--- config.mk ---
export PLATFORM = sky130hd
export DESIGN_NAME = pma_range_match
export DESIGN_NICKNAME = d
export VERILOG_FILES = /design/src/rtl/pma_range_match.sv
export SDC_FILE = /design/constraint.sdc
export NUM_CORES = 1
export LEC_CHECK = 0
export CORE_UTILIZATION = 56
export DETAILED_ROUTE_END_ITERATION = 10
export PLACE_DENSITY = 0.91
export REMOVE_ABC_BUFFERS = 1
export SLEW_MARGIN = 20
export SYNTH_ARGS = -nofsm -noshare
export SYNTH_HDL_FRONTEND = slang
export SYNTH_SLANG_ARGS = --single-unit
--- constraint.sdc ---
create_clock -name vclk -period 11.9
set_clock_uncertainty 0.05 [all_clocks]
set_input_delay 2.38 -clock vclk [all_inputs]
set_output_delay 2.38 -clock vclk [all_outputs]
set_load 0.02 [all_outputs]
--- src/rtl/pma_range_match.sv ---
// Combinational test of one address against one region [base, base+len).
// The upper bound is formed one bit wider than the address, so a region
// ending exactly at the top of the address space cannot wrap to zero.
module pma_range_match #(
  parameter int AddrWidth = 64
) (
  input  logic                 en,
  input  logic [AddrWidth-1:0] base,
  input  logic [AddrWidth-1:0] len,
  input  logic [AddrWidth-1:0] addr,
  output logic                 match
);

  logic [AddrWidth:0] limit;

  // Bound compare; a zero-length region never matches.
  always_comb begin
    limit = {1'b0, base} + {1'b0, len};
    match = en && (len != '0) && (addr >= base) && ({1'b0, addr} < limit);
  end

endmodule

==> results of run 1 <==
cells in the mapped netlist (14+ instances only):
cell and count:
nand2_1 60, a21o_1 70, o21ai_0 50, a21oi_1 103, nor2_1 50, nor4_1 24
clkbuf_1 15, nand4_1 40, a31oi_1 14, xnor2_1 29, nand2b_1 15, xor2_1 30
o21bai_1 15, nand3_1 22, nor2b_1 16, nor3_1 15, ha_1 191, inv_1 78
layout make-up:
cell class | count | area, um2 | share of cell area (%)
timing repair buffer | 194 | 1940 | 21.3
tap | 168 | 210 | 2.30
inverter | 78 | 293 | 3.21
multi-input combinational | 874 | 6680 | 73.2
worst max-delay path by stage:
stage,slack [ps],cells after the start,endpoint,from
final,1360,23,match,len[0]
after floorplan,3130,19,match,base[0]
after CTS,1470,23,match,len[0]
after global routing,1100,23,match,len[0]
after global placement,1580,23,match,len[0]
after detailed placement,1500,23,match,len[0]
kinds of logic after synthesis:
logic type,Yosys count
muxes,2
buffers and inverters,100
adders and majority gates,192
xor gates and xnor gates,59
AOI/OAI and AO/OA,346
and+or+nand+nor,275
layer usage:
metal | up-vias | track usage [%] | share of wire, % | wire, um
met5 | - | 0 | 0 | 0
met4 | 0 | 19.7 | 5.6 | 1320
met3 | 91 | 3.65 | 6.4 | 1500
met2 | 384 | 64.0 | 47 | 11000
met1 | 3713 | 41.1 | 41 | 9700
li1 | 4069 | - | - | -
power by group:
group | switching, mW | internal (mW) | total (mW)
clock network | 0 | 0 | 0
registers | 0 | 0 | 0
logic | 0.258 | 0.230 | 0.487
total | 0.258 | 0.230 | 0.487
metrics by stage:
stage,utilization (%),hold WS [ps]
finish,75.0,5930
global route,75.0,5940
CTS,75.0,5920
detailed placement,75.0,5920
global placement,75.0,5920
floorplan,-,4920
worst max-delay path: stages:
cell and delay, ps:
clkdlybuf4s50_1 560, ha_1 220, inv_1 60, fa_1 400, nor2b_1 160, o211a_1 220
o2111a_1 260, o21a_1 190, o21ai_1 70, and4b_1 280, a2111oi_4 420, a21oi_1 100
o211a_1 250, ha_1 280, nand4_1 160, nor4_1 490, nand4_1 130, or4_1 410
a21oi_1 150, o21bai_1 160, o21a_1 150, a311oi_1 50, clkdlybuf4s50_1 560
==> impl_metrics.json, run 1 <==
{
  "firstDrtPassIters": 5,
  "floorplan.initialDensity_pct": 58.1,
  "syn_area_mm2": 0.00706,
  "dpl_cell_area_mm2": 0.00912,
  "fin_setup_tns_ps": 0,
  "dp_slack_ps": 1500,
  "netlist.area_leader.share_pct": 33.8,
  "regArea_um2": 0,
  "slew-limit-headroom_pct": 45.3,
  "postCtsSetupBuffers": 0,
  "synth_top_family_by_area": "adder cells",
  "synthDistinctLibCells": 60,
  "max_freq_mhz": 94.9,
  "worstPathRequired_ps": 9470,
  "area_growth_pct": 29.2,
  "clock_buffers": 0,
  "outcome": "completed",
  "design.seq.count": 0,
  "maxSlewViolCount": 0,
  "num-nets-final": 1533,
  "antennaDiodeCount": 0,
  "cp.arrival_ps": 8110,
  "synthCells": 974,
  "wl_per_cell_um": 17.9,
  "syn_avg_cell_area_um2": 7.25,
  "crit_path_end_kind": "output pin",
  "setup_violations": 0,
  "die_h_um": 114,
  "dp.cells": 1314,
  "hpwlAfterDp_mm": 20.9,
  "ios": 194,
  "synth_area_leaders": "ha_1, a21o_1, a21oi_1",
  "hold_start": "en",
  "synthMuxAreaShare_pct": 0.301,
  "drive_gt1_share_pct": 1.57,
  "seq_area_frac_synth_pct": 0,
  "hold_viol": 0,
  "fillers": 983,
  "die_w_um": 114,
  "vdd_drop_max_mv": 0.0289,
  "vias": 8257,
  "cp-start-kind": "input pin",
  "crit_fanout": 4,
  "fin_crit_sh_pct": 88.5,
  "final_area_mm2": 0.00912,
  "critPathKind": "in2out",
  "remaining_drc_errors": 0,
  "gp_congestion": 0.938,
  "grt_pass1_wl_mm": 37.8,
  "p_per_area_mw_per_mm2": 53.4,
  "hp-class": "in2out",
  "io_buffers": 194,
  "worstMarginPinSlew_ps": 800,
  "core_area_mm2": 0.0122,
  "drtIter0Drc": 562,
  "grt_max_degree": 12,
  "final_common_cell": "clkdlybuf4s50_1",
  "p_leak_nw": 4.33,
  "synth_top_cell_by_area": "ha_1",
  "synth_xor_area_share_pct": 7.32,
  "synth_compound_gate_area_share_pct": 32.5,
  "via_per_inst": 6.28,
  "whs_path_depth": 5,
  "drt_wl_total_mm": 23.5,
  "yosysWarnings": 0,
  "synth-adder-area-share_pct": 34.1,
  "finalNonFillerCells": 1314,
  "hold_buffers": 0,
  "cts_resized": 0,
  "final_cell_mix": "clkdlybuf4s50_1, ha_1, a21oi_1, inv_1, a21o_1",
  "ant_nets": 0,
  "grt_overflow": 0,
  "timing.final.ws_setup_ps": 1360,
  "min_period_ps": 10540,
  "rows": 40,
  "first_global_vias": 8321,
  "grtUsageTotal_pct": 35.6,
  "cap_violations": 0,
  "die-area_mm2": 0.0131,
  "antenna_found_initial": 0,
  "synthSimpleGateAreaFrac_pct": 20.3,
  "rsz0062_at_grt": "no",
  "worst_hold_path.endpoint": "match",
  "totalPowerFinal_mw": 0.487
}
(Power assumes the default switching activity.)
==> run 2: changes to the inputs <==
REMOVE_ABC_BUFFERS = default   (was 1)
==> impl_metrics.json, run 2 (synthesis results as in run 1) <==
{
  "hpwlAfterDp_mm": 21.4,
  "p_leak_nw": 4.33,
  "die-area_mm2": 0.0131,
  "critPathKind": "in2out",
  "maxSlewViolCount": 0,
  "cap_violations": 0,
  "slew-limit-headroom_pct": 50.2,
  "vdd_drop_max_mv": 0.0317,
  "die_w_um": 114,
  "rsz0062_at_grt": "no",
  "cp.arrival_ps": 8490,
  "dp.cells": 1314,
  "seqPwrFrac_pct": 0,
  "cp-start-kind": "input pin",
  "floorplan.initialDensity_pct": 58.1,
  "min_period_ps": 10920,
  "remaining_drc_errors": 0,
  "syn-num-nets": 1359,
  "regArea_um2": 0,
  "crit_path_cell_trace": "clkdlybuf4s50_1 -> ha_1 -> inv_1 -> fa_1 -> nor2b_1 -> o211a_1 -> o2111a_1 -> o21a_1 -> o21ai_1 -> and4b_1 -> a2111oi_4 -> a21oi_1 -> o211a_1 -> ha_1 -> nand4_1 -> nor4_1 -> nand4_1 -> or4_1 -> a21oi_1 -> o21bai_1 -> o21a_1 -> a311oi_1 -> clkdlybuf4s50_1",
  "intPower_mw": 0.230,
  "worstMarginPinSlew_ps": 741,
  "cts_resized": 0,
  "fin_crit_sh_pct": 91.7,
  "drt_wl_total_mm": 24.2,
  "power.share.combinational_pct": 100.0,
  "grt_max_degree": 12,
  "postCtsSetupBuffers": 0,
  "slowest_delay_ps": 690,
  "antennaDiodeCount": 0,
  "area_growth_pct": 29.2,
  "gp_congestion": 1.01,
  "final_cell_mix": "clkdlybuf4s50_1, ha_1, a21oi_1, inv_1, a21o_1",
  "hp-class": "in2out",
  "crit_slowest_cell": "nor4_1",
  "hold_viol": 0,
  "wl_per_cell_um": 18.4,
  "die_h_um": 114,
  "grtUsageTotal_pct": 36.4,
  "p_sw_share_pct": 53.3,
  "ant_nets": 0,
  "first_global_vias": 7975,
  "dpl_cell_area_mm2": 0.00912,
  "drive_gt1_share_pct": 1.57,
  "max_freq_mhz": 91.6,
  "clkPwrFrac_pct": 0,
  "outcome": "completed",
  "hold_start": "en",
  "firstDrtPassIters": 5,
  "fin_setup_tns_ps": 0,
  "final_area_mm2": 0.00912,
  "setup_violations": 0,
  "crit_fanout": 4,
  "totalPowerFinal_mw": 0.492,
  "antenna_found_initial": 0,
  "worst_hold_path.endpoint": "match",
  "finalNonFillerCells": 1314,
  "via_per_inst": 6.36,
  "drtIter0Drc": 714,
  "fillers": 969,
  "grt_overflow": 0,
  "whs_path_depth": 5,
  "p_per_area_mw_per_mm2": 54.0,
  "hold_buffers": 0,
  "clock_buffers": 0,
  "switching_power_mw": 0.262,
  "num-nets-final": 1533,
  "worstPathRequired_ps": 9470,
  "design.seq.count": 0,
  "ios": 194,
  "holdWs_ps": 6000,
  "multi_input_area_mm2": 0.00668,
  "core_area_mm2": 0.0122,
  "grt_pass1_wl_mm": 38.5,
  "final_common_cell": "clkdlybuf4s50_1",
  "rows": 40,
  "vias": 8357,
  "crit_path_end_kind": "output pin",
  "io_buffers": 194
}
==> run 2: cell counts in the layout (fill, tap and decap cells not counted) <==
Identical to the previous run, type by type.
==> run 2: per-stage QoR <==
step | util (%) | setup slack (ps)
6_report | 75.0 | 983
5_1_grt | 75.0 | 616
4_1_cts | 75.0 | 1070
3_5_place_dp | 75.0 | 1140
3_3_place_gp | 75.0 | 1170
2_1_floorplan | - | 3130
==> run 2: worst max-delay path, delay by kind of cell <==
family                   cells  cell delay, ps
AO/OA/AOI/OAI               11            2020
adder cells (fa/ha/maj)      3             970
buffers and inverters        3            1160
AND/OR/NAND/NOR              6            1940
==> run 2: how the worst max path moves through the flow <==
stage            start  slack (ps)     to
6_report        len[0]         980  match
5_1_grt         len[0]         620  match
4_1_cts         len[0]        1070  match
3_5_place_dp    len[0]        1140  match
3_3_place_gp    len[0]        1170  match
2_1_floorplan  base[0]        3130  match
==> run 2: power by group through the flow <==
| stage | clock, mW | combinational, mW | sequential, mW |
|---|---|---|---|
| 3_5_place_dp | 0 | 0.478 | 0 |
| 5_1_grt | 0 | 0.544 | 0 |
| 6_report | 0 | 0.492 | 0 |
| 2_1_floorplan | 0 | 0.314 | 0 |
| 3_3_place_gp | 0 | 0.468 | 0 |
| 4_1_cts | 0 | 0.482 | 0 |
==> run 2: final cells by class <==
cell class,instances,area share [%]
inverter,78,3.21
multi-input combinational,874,73.2
tap,168,2.30
timing repair buffer,194,21.3
==> run 2: per-layer routing <==
metal	up-vias	GRT usage [%]	wire length (um)
met5	-	0	0
met4	0	10.3	751
met3	64	4.02	2180
met2	451	59.4	10500
met1	3787	50.3	10700
li1	4055	-	-
==> RTL change, RTL diff (settings of run 1) <==
Change the parameter `AddrWidth` from 64 to 96.
--- a/src/rtl/pma_range_match.sv
+++ b/src/rtl/pma_range_match.sv
@@ -4,3 +4,3 @@
 module pma_range_match #(
-  parameter int AddrWidth = 64
+  parameter int AddrWidth = 96
 ) (
Ports: changed (resized addr, base and len); port bits go from 194 to 290. No check against the original RTL was run, so the function may have changed too.
==> RTL change against run 1 <==
Total power grew 55%; critical path type unchanged; critical path depth grew 4; routed wire length grew 73%; largest cell class unchanged; synthesized cell count grew 53%; largest power group unchanged; setup slack lost 0.45 ns; design area grew 49%; via count grew 55%; area after synthesis grew 51%.
==> RTL change: results <==
group,metric,value,unit
global_routing,antenna_found_initial,1,
status,outcome,"finished, final reports clean",
pwr,ir_worst_vdd,0.0319,mV
synthesis,synth_compound_area_share,32.1,%
synthesis,synth_xor_xnor_area_share,7.48,%
pwr,p_leak,6.56,nW
drt,dr.pass1.iters,5,
worst_setup_path,cp_slowest_cell,"clkdlybuf4s50_1",
cells_and_area,drive_gt1_share,2.42,%
synthesis,ys_top_cells_by_area,"ha_1 (34%), a21o_1 (9.0%), a21oi_1 (7.9%)",
cells_and_area,layout.nets,2312,
synthesis,syn-instance-count,1493,
synthesis,ys_seq_area_share,0,%
drt,ant_nets,0,
placement,place_area,0.0136,mm²
clock_network,post_cts_buffers,0,
hold_path,hold_path.class,"in2out",
cells_and_area,clockBufferCount,0,
cells_and_area,seq_cell_count,0,
cells_and_area,fillers,1484,
placement,pre_cts_ws,1.04,ns
placement,hpwl,36300,µm
placement,gp_congestion,1.03,
clock_network,post_cts_resized,0,
worst_setup_path,cpPeakStageDelay,0.69,ns
sta,worst_pin_slew,0.862,ns
placement,port-buffer-count,290,
worst_setup_path,arrival,8.56,ns
synthesis,synth_common_cells,"ha_1 (287), a21oi_1 (169), a21o_1 (127)",
cells_and_area,diodes,0,
global_routing,grt_start_max_net_pins,13,
worst_setup_path,worstPathMaxFanout,4,
sta,hold_viol,0,
synthesis,yosys_warnings,0,
synthesis,synth.distinct_cells,75,
global_routing,grt_pass1_vias,12500,
global_routing,grt_usage,39.8,%
sta,setup_tns,0,ns
synthesis,synth.area.mux_share,0,%
drt,first_iter_violations,818,
drt,viasPerCell,6.49,
synthesis,synth_fa_ha_area_share,33.9,%
drt,wl_per_cell,20.6,µm
cells_and_area,postLayoutCoreUtil,73.0,%
global_routing,grt_pass1_wl,62400,µm
[RTL change: area by class of cell]
type,count,share of cell area [%]
Inverter,120,3.31
Multi-Input combinational cell,1322,73.1
Tap cell,234,2.15
Timing Repair Buffer,291,21.4
[RTL change: final timing paths]
kind / from / endpoint / slack [ns] / cells after the start
max: len[0] / match / 0.91 / 27
min: en / match / 5.80 / 4
[RTL change: stage by stage]
step,hold slack [ns],cells
after detailed placement,5.78,1967
after floorplan,4.85,1442
after CTS,5.79,1967
final,5.80,1967
after global placement,5.79,1967
after global routing,5.83,1967
[RTL change: critical path: cells and delay by family]
family / cells / cell delay, ns
AOI/OAI and AO/OA: 15 / 2.97
and+or+nand+nor: 5 / 0.92
adders and majority gates: 3 / 0.86
buffers and inverters: 3 / 1.27
xor gates and xnor gates: 1 / 0.15
[RTL change: report_power, final]
part | internal [W] | leakage [nW] | total (W) | switching, W
sequential | 0 | 0 | 0 | 0
clock | 0 | 0 | 0 | 0
combinational | 0.000349 | 6.56 | 0.000756 | 0.000406
[RTL change: routing by layer]
metal	global-route usage, %	vias to the layer above	wire [µm]
met2	73.3	669	19400
li1	-	6100	-
met1	44.5	5848	15500
met5	0	-	15
met4	21.1	2	2410
met3	5.13	143	3210
[RTL change: cell families (layout without fill, tap and decap cells)]
group | Yosys count | after routing
xor gates and xnor gates | 91 | 91
adders and majority gates | 288 | 288
AOI/OAI and AO/OA | 524 | 524
and+or+nand+nor | 419 | 419
buffers and inverters | 171 | 411
